===== config.mk =====
export PLATFORM = sky130hd
export DESIGN_NAME = reservation_station
export DESIGN_NICKNAME = d
export VERILOG_FILES = /design/src/rtl/rs_pkg.sv /design/src/rtl/rs_select.sv /design/src/rtl/reservation_station.sv
export SDC_FILE = /design/constraint.sdc
export NUM_CORES = 2
export LEC_CHECK = 0
export BUFFER_PORTS_ARGS = -buffer_cell sky130_fd_sc_hd__clkbuf_2
export CORE_AREA = 2 2 226 228
export CTS_BUF_LIST = sky130_fd_sc_hd__clkbuf_4
export DETAILED_ROUTE_END_ITERATION = 8
export DIE_AREA = 0 0 228 230
export GPL_ROUTABILITY_DRIVEN = 0
export GPL_TIMING_DRIVEN = 0
export PLACE_DENSITY = 0.56
export SETUP_SLACK_MARGIN = 0.4
export SLEW_MARGIN = 20
export SYNTH_ARGS = -nofsm -noshare
export SYNTH_HDL_FRONTEND = slang
export SYNTH_SLANG_ARGS = --single-unit

===== constraint.sdc =====
create_clock -name clk -period 23.4 [get_ports clk]
set_clock_uncertainty 0.2 [all_clocks]
set_input_delay 5.85 -clock clk [delete_from_list [all_inputs] [get_ports clk]]
set_output_delay 5.85 -clock clk [all_outputs]
set_load 0.03 [all_outputs]

===== src/rtl/rs_pkg.sv =====
// Shared types for the reservation station.
// Contents: entry state enum, tag type, entry record, overwrite field positions.
package rs_pkg;

  typedef enum logic [1:0] {
    FREE   = 2'd0,
    WAIT   = 2'd1,
    READY  = 2'd2,
    ISSUED = 2'd3
  } rs_state_e;

  typedef logic [2:0] tag_t;

  typedef struct packed {
    rs_state_e   state;
    logic        src1_rdy;
    tag_t        src1_tag;
    logic [31:0] src1_val;
    logic        src2_rdy;
    tag_t        src2_tag;
    logic [31:0] src2_val;
    logic [1:0]  age;
  } rs_entry_t;

  // Overwrite command layout: {is_rs2, idx[1:0], tag[2:0]}
  localparam int unsigned OVR_IS_RS2 = 5;
  localparam int unsigned OVR_IDX_HI = 4;
  localparam int unsigned OVR_IDX_LO = 3;
  localparam int unsigned OVR_TAG_HI = 2;
  localparam int unsigned OVR_TAG_LO = 0;

endpackage


===== src/rtl/rs_select.sv =====
// Issue selector: picks one entry from the READY mask.
// Ports: ready_i (READY mask), age_i (per-entry age rank, RS_OLDEST_FIRST_EN only),
//        valid_o (some entry selected), grant_o (one-hot), idx_o (selected index).
// Macro RS_OLDEST_FIRST_EN: oldest (lowest rank) READY entry wins; otherwise lowest index.
module rs_select
  import rs_pkg::*;
#(
  parameter int unsigned N = 4
) (
  input  logic [N-1:0]      ready_i,
`ifdef RS_OLDEST_FIRST_EN
  input  logic [N-1:0][1:0] age_i,
`endif
  output logic              valid_o,
  output logic [N-1:0]      grant_o,
  output logic [1:0]        idx_o
);

  always_comb begin
`ifdef RS_OLDEST_FIRST_EN
    logic [1:0] best;
    best = '1;
`endif
    valid_o = 1'b0;
    idx_o   = '0;
    for (int unsigned i = 0; i < N; i++) begin
`ifdef RS_OLDEST_FIRST_EN
      if (ready_i[i] && (!valid_o || age_i[i] < best)) begin
        best    = age_i[i];
`else
      if (ready_i[i] && !valid_o) begin
`endif
        valid_o = 1'b1;
        idx_o   = i[1:0];
      end
    end
    for (int unsigned i = 0; i < N; i++) begin
      grant_o[i] = valid_o && (idx_o == i[1:0]);
    end
  end

endmodule


===== src/rtl/reservation_station.sv =====
// Four-entry reservation station for one functional unit.
// Inputs: two allocation ports, RAW overwrite command, CDB broadcast, flush, issue_ready.
// Outputs: busy bitmap, count_free, issue_valid/issue_tag/issue_op1/issue_op2.
// An entry index is its result tag ({FU_ID, idx}); the entry stays ISSUED until that
// tag is broadcast. err_alloc_q is a sticky flag for dropped allocations.
// Macro RS_OLDEST_FIRST_EN: per-entry age rank, oldest READY entry issues first.
module reservation_station
  import rs_pkg::*;
#(
  parameter logic        FU_ID       = 1'b0,
  parameter int unsigned NUM_ENTRIES = 4
) (
  input  logic                   clk,
  input  logic                   rst,
  input  logic                   flush,
  input  logic                   alloc0_valid,
  input  logic [1:0]             alloc0_idx,
  input  logic                   alloc0_src1_rdy,
  input  logic                   alloc0_src2_rdy,
  input  logic [2:0]             alloc0_src1_tag,
  input  logic [2:0]             alloc0_src2_tag,
  input  logic [31:0]            alloc0_src1_val,
  input  logic [31:0]            alloc0_src2_val,
  input  logic                   alloc1_valid,
  input  logic [1:0]             alloc1_idx,
  input  logic                   alloc1_src1_rdy,
  input  logic                   alloc1_src2_rdy,
  input  logic [2:0]             alloc1_src1_tag,
  input  logic [2:0]             alloc1_src2_tag,
  input  logic [31:0]            alloc1_src1_val,
  input  logic [31:0]            alloc1_src2_val,
  input  logic                   ovr_valid,
  input  logic [5:0]             ovr,
  input  logic                   cdb_valid,
  input  logic [2:0]             cdb_tag,
  input  logic [31:0]            cdb_data,
  output logic [NUM_ENTRIES-1:0] busy,
  output logic [2:0]             count_free,
  output logic                   issue_valid,
  input  logic                   issue_ready,
  output logic [2:0]             issue_tag,
  output logic [31:0]            issue_op1,
  output logic [31:0]            issue_op2
);

  rs_entry_t              ent_q [NUM_ENTRIES];
  rs_entry_t              ent_d [NUM_ENTRIES];
  logic                   err_alloc_q, err_alloc_d;
  logic [NUM_ENTRIES-1:0] ready_mask, freeing, sel_grant;
  logic                   sel_valid;
  logic [1:0]             sel_idx;
  logic                   issue_fire, alloc_same, alloc0_ok, alloc1_ok;
  logic [1:0]             age_next [NUM_ENTRIES];
  logic [1:0]             age_new0, age_new1;
  logic                   ovr_rs2;
  logic [1:0]             ovr_idx;
  tag_t                   ovr_tag;

  assign ovr_rs2 = ovr[OVR_IS_RS2];
  assign ovr_idx = ovr[OVR_IDX_HI:OVR_IDX_LO];
  assign ovr_tag = ovr[OVR_TAG_HI:OVR_TAG_LO];

  // Capture CDB data into any pending source whose tag matches.
  function automatic rs_entry_t capture(input rs_entry_t e, input logic v, input tag_t t,
                                        input logic [31:0] d);
    rs_entry_t r;
    r = e;
    if (v && !r.src1_rdy && r.src1_tag == t) begin
      r.src1_rdy = 1'b1;
      r.src1_val = d;
    end
    if (v && !r.src2_rdy && r.src2_tag == t) begin
      r.src2_rdy = 1'b1;
      r.src2_val = d;
    end
    return r;
  endfunction

  always_comb begin
    for (int unsigned i = 0; i < NUM_ENTRIES; i++) begin
      ready_mask[i] = (ent_q[i].state == READY);
      busy[i]       = (ent_q[i].state != FREE);
      freeing[i]    = (ent_q[i].state == ISSUED) && cdb_valid && (cdb_tag == {FU_ID, i[1:0]});
    end
  end

  always_comb begin
    count_free = '0;
    for (int unsigned i = 0; i < NUM_ENTRIES; i++) begin
      count_free = count_free + {2'b00, ~busy[i]};
    end
  end

`ifdef RS_OLDEST_FIRST_EN
  logic [NUM_ENTRIES-1:0][1:0] age_q_vec;

  // Ranks are dense (0 = oldest): survivors shift down past freed older entries,
  // new entries take the next ranks after all survivors, alloc0 before alloc1.
  // surv may wrap when all four survive, but then nothing can be allocated.
  always_comb begin
    logic [1:0] surv;
    logic [1:0] shift;
    surv = '0;
    for (int unsigned i = 0; i < NUM_ENTRIES; i++) begin
      age_q_vec[i] = ent_q[i].age;
      if (ent_q[i].state != FREE && !freeing[i]) surv = surv + 2'd1;
    end
    for (int unsigned i = 0; i < NUM_ENTRIES; i++) begin
      shift = '0;
      for (int unsigned j = 0; j < NUM_ENTRIES; j++) begin
        if (freeing[j] && ent_q[j].age < ent_q[i].age) shift = shift + 2'd1;
      end
      age_next[i] = ent_q[i].age - shift;
    end
    age_new0 = surv;
    age_new1 = surv + {1'b0, alloc0_ok};
  end
`else
  always_comb begin
    for (int unsigned i = 0; i < NUM_ENTRIES; i++) age_next[i] = '0;
    age_new0 = '0;
    age_new1 = '0;
  end
`endif

  rs_select #(.N(NUM_ENTRIES)) u_select (
    .ready_i (ready_mask),
`ifdef RS_OLDEST_FIRST_EN
    .age_i   (age_q_vec),
`endif
    .valid_o (sel_valid),
    .grant_o (sel_grant),
    .idx_o   (sel_idx)
  );

  // Per-entry update order: wakeup, issue, free, allocate (+bypass), overwrite,
  // then WAIT/READY re-derived from the source ready bits. Allocation legality is
  // judged on the registered state, so an entry freed this edge is not reusable yet.
  always_comb begin
    rs_entry_t e;
    issue_fire  = sel_valid && issue_ready;
    alloc_same  = alloc0_valid && alloc1_valid && (alloc0_idx == alloc1_idx);
    alloc0_ok   = alloc0_valid && (ent_q[alloc0_idx].state == FREE);
    alloc1_ok   = alloc1_valid && !alloc_same && (ent_q[alloc1_idx].state == FREE);
    err_alloc_d = flush ? 1'b0
                        : (err_alloc_q || (alloc0_valid && !alloc0_ok) || (alloc1_valid && !alloc1_ok));
    for (int unsigned i = 0; i < NUM_ENTRIES; i++) begin
      e = ent_q[i];
      if (e.state == WAIT) e = capture(e, cdb_valid, cdb_tag, cdb_data);
      if (issue_fire && sel_grant[i]) e.state = ISSUED;
      if (freeing[i]) e.state = FREE;
      e.age = age_next[i];
      if (alloc0_ok && alloc0_idx == i[1:0]) begin
        e.state    = WAIT;
        e.src1_rdy = alloc0_src1_rdy;
        e.src1_tag = alloc0_src1_tag;
        e.src1_val = alloc0_src1_val;
        e.src2_rdy = alloc0_src2_rdy;
        e.src2_tag = alloc0_src2_tag;
        e.src2_val = alloc0_src2_val;
        e.age      = age_new0;
        e = capture(e, cdb_valid, cdb_tag, cdb_data);
      end else if (alloc1_ok && alloc1_idx == i[1:0]) begin
        e.state    = WAIT;
        e.src1_rdy = alloc1_src1_rdy;
        e.src1_tag = alloc1_src1_tag;
        e.src1_val = alloc1_src1_val;
        e.src2_rdy = alloc1_src2_rdy;
        e.src2_tag = alloc1_src2_tag;
        e.src2_val = alloc1_src2_val;
        e.age      = age_new1;
        e = capture(e, cdb_valid, cdb_tag, cdb_data);
      end
      if (ovr_valid && ovr_idx == i[1:0] && (e.state == WAIT || e.state == READY)) begin
        if (ovr_rs2) begin
          e.src2_tag = ovr_tag;
          e.src2_rdy = cdb_valid && (cdb_tag == ovr_tag);
          if (e.src2_rdy) e.src2_val = cdb_data;
        end else begin
          e.src1_tag = ovr_tag;
          e.src1_rdy = cdb_valid && (cdb_tag == ovr_tag);
          if (e.src1_rdy) e.src1_val = cdb_data;
        end
      end
      if (e.state == WAIT || e.state == READY) e.state = (e.src1_rdy && e.src2_rdy) ? READY : WAIT;
      ent_d[i] = flush ? '0 : e;
    end
  end

  always_ff @(posedge clk or posedge rst) begin
    if (rst) begin
      for (int unsigned i = 0; i < NUM_ENTRIES; i++) ent_q[i] <= '0;
      err_alloc_q <= 1'b0;
    end else begin
      for (int unsigned i = 0; i < NUM_ENTRIES; i++) ent_q[i] <= ent_d[i];
      err_alloc_q <= err_alloc_d;
    end
  end

  always_comb begin
    issue_valid = sel_valid;
    issue_tag   = '0;
    issue_op1   = '0;
    issue_op2   = '0;
    if (sel_valid) begin
      issue_tag = {FU_ID, sel_idx};
      issue_op1 = ent_q[sel_idx].src1_val;
      issue_op2 = ent_q[sel_idx].src2_val;
    end
  end

endmodule


==> results.tsv <==
metric	value	unit
root buf cell	clkbuf_4	
crit path DAT	4270	ps
post-CTS setup buffers	0	
crit path kind	register to primary output	
Buf/Inv on CP	4	
crit path launch type	register	
cts bufs inserted	90	
DP Area	21830	sq um
Routed WL per cell	31.46	um
Cell Area, Synth	19740	sq um
Cell Count, Final, Fillers Out	3053	
Final HPWL DP	67990	um
clk_lat worst skew	860	ps
Final Cycle Share	44.10	%
Avg Vias per Cell	7.131	
Reg clk slew, reported paths	50	ps
commonest non-fill, non-tap cell in the layout	dfrtp_1	
FMAX	96.91	MHz
synthesized netlist cell count	2001	
vias in the first global route	21500	
synth unique cells	64	
run status	finished, final reports clean	
most flop-heavy register	ent_q	
final setup TNS	0	ps
Top delay family on crit path	buffers and inverters	
std cell rows	82	
Longest Clk Path Bufs	3	
Tightest Hold Check Type	register to register	
register area share after synthesis	37.52	%
first-pass GRT wire length	140200	um
gr usage total	35.37	%
Die W	228	um
Regs by FF count	ent_q: 296 flops	
DR pass1 iterations	8	
Core Region	49860	sq um
largest net degree at the start of global routing	97	
Final min period	10320	ps
warnings from Yosys	0	
Core Util, Final	46.01	%
I/O pins	272	
Routed WL	96040	um
RSZ-0062 raised after global routing	false	
CP max stage cell	clkbuf_1	
total power	1.451	mW
H-tree depth	3	
Main synth FF type	dfrtp_1	
Hold Buf Count CTS	0	
via count	21770	
Resize count post-CTS	0	
endpoints failing setup	0	
Sink Count	296	
die height	230	um
Power Dens Cells	63.25	nW/um^2
#FFs+latches synth	296	
CP Data Required Time	17350	ps
endpoint type of the worst setup path	primary output	
CP max stage delay	780	ps
final hold viol count	0	
Net Count, Synth	2201	
Worst VDD drop	41.35	uV
IO Port Bufs	230	
DRT iter0 DRCs	3219	
Slew Limit Fails	0	
commonest non-fill, non-tap cells in the layout	296 x dfrtp_1, 256 x o221ai_1, 230 x clkbuf_2	
starting density of the core	39.60	%
number of synthesized flops with an enable pin	0	
Mean Syn Cell Area	9.867	sq um
Die Area	52440	sq um
critical path cell sequence	nor2b_1, buf_2, nor2_1, clkbuf_1, clkbuf_1, a22oi_1, o21ai_1, clkbuf_2	
Worst slew margin	28.59	%
Crit path top cell by count	clkbuf_1	
Final #Nets	2526	
ys async rst share	100.0	%
CTS tree	built	
share of cells above drive strength 1	19.43	%
Design Area, Final	22940	sq um
Worst-Margin Slew	1062	ps
GR Overflow Total	0	
area grow syn2layout	16.19	%
initial antenna violation count	6	
# Max-Cap Violations	0	
Leakage Power	10.33	nW
post-route ant nets	0	
max FFs per register	296	
critical path fanouts, max	10	
DRC Markers	0	
dpl cells	2906	
==> path summary, 6_finish.rpt <==
path	depth (start not counted)	slack (ps)	start	endpoint
min in group asynchronous	2	4790	rst	ent_q[101]
min reg2reg	1	420	ent_q[303]	ent_q[302]
max	8	13080	ent_q[303]	issue_op2[11]
min	1	420	ent_q[303]	ent_q[302]
max reg2reg	8	19930	ent_q[75]	ent_q[58]
max in group asynchronous	3	17310	rst	ent_q[5]
==> cells by family after synthesis <==
| group | Yosys count | synth area share, % |
|---|---|---|
| buf+inv | 294 | 6.160 |
| xor+xnor | 39 | 1.730 |
| simple gates | 226 | 6.350 |
| mux | 149 | 7.554 |
| fa+ha+maj | 3 | 0.2281 |
| compound gates | 993 | 40.44 |
| flops | 296 | 37.52 |
| other cells | 1 | 0.01899 |
==> per-stage QoR <==
step | setup slack (ps) | hold slack (ps)
2_1_floorplan | 9174 | 312.4
3_3_place_gp | 5015 | 392.2
3_5_place_dp | 14280 | 403.1
4_1_cts | 13360 | 411.7
5_1_grt | 13140 | 438.4
6_report | 13080 | 421.0
==> worst register-to-register path, cell delays in order (launching register included) <==
cell	delay [ps]
dfrtp_1	500
or2_1	290
or2_1	150
clkbuf_1	340
clkbuf_1	610
clkbuf_1	720
o221ai_1	260
o21ai_0	130
o221a_1	200
==> power breakdown <==
group          total, mW  internal, mW  switching, mW
registers          0.578         0.553         0.0257
clock network      0.534         0.279          0.255
logic              0.338         0.128          0.211
==> layout make-up <==
cell class | instances | area [sq um]
diodes | 3 | 7.507
plain buffers | 281 | 1167
clock buffers | 128 | 960.9
clock inverters | 16 | 140.1
fillers | 4999 | 26920
inverters | 13 | 56.30
multi-input cells | 1411 | 11130
flip-flops and latches | 296 | 7407
well taps | 672 | 840.8
repair buffers | 233 | 1234
==> metal layers <==
| metal | part of all wire [%] | track usage, % |
|---|---|---|
| met2 | 44 | 54.29 |
| met1 | 38 | 44.85 |
| met4 | 5.7 | 19.61 |
| met3 | 12 | 10.12 |
| met5 | 0.030 | 0 |
==> synthesized netlist by cell type (all sizes together) (2+ instances only) <==
cell type	number	area [sq um]
buf	87	439.2
or3	2	12.51
o221ai	256	2242
nor2b	10	65.06
o211a	65	650.6
a22oi	64	480.5
nor3	9	65.06
nand2b	4	25.02
o32a	2	20.02
and3b	4	35.03
nor3b	3	27.52
dfrtp	296	7407
a41oi	2	17.52
a221oi	3	26.28
and3	4	25.02
a311oi	3	26.28
a211oi	9	67.56
a21oi	27	135.1
nor4bb	10	100.1
o221a	192	2162
a31oi	11	68.82
o31ai	2	15.01
nand4	13	81.33
o21bai	2	15.01
o311a	2	20.02
nand3b	10	75.07
nor2	62	250.2
o21ai	267	1336
a32oi	8	70.07
ha	2	25.02
xnor2	39	341.6
nand4b	4	35.03
inv	13	48.80
nand3	10	50.05
o211ai	68	510.5
or2	3	18.77
and2	8	50.05
a211o	3	26.28
nor4	5	80.08
clkbuf	194	728.2
mux2i	149	1491
nand2	63	236.5
Note: power is estimated with default switching activity, not from simulation.
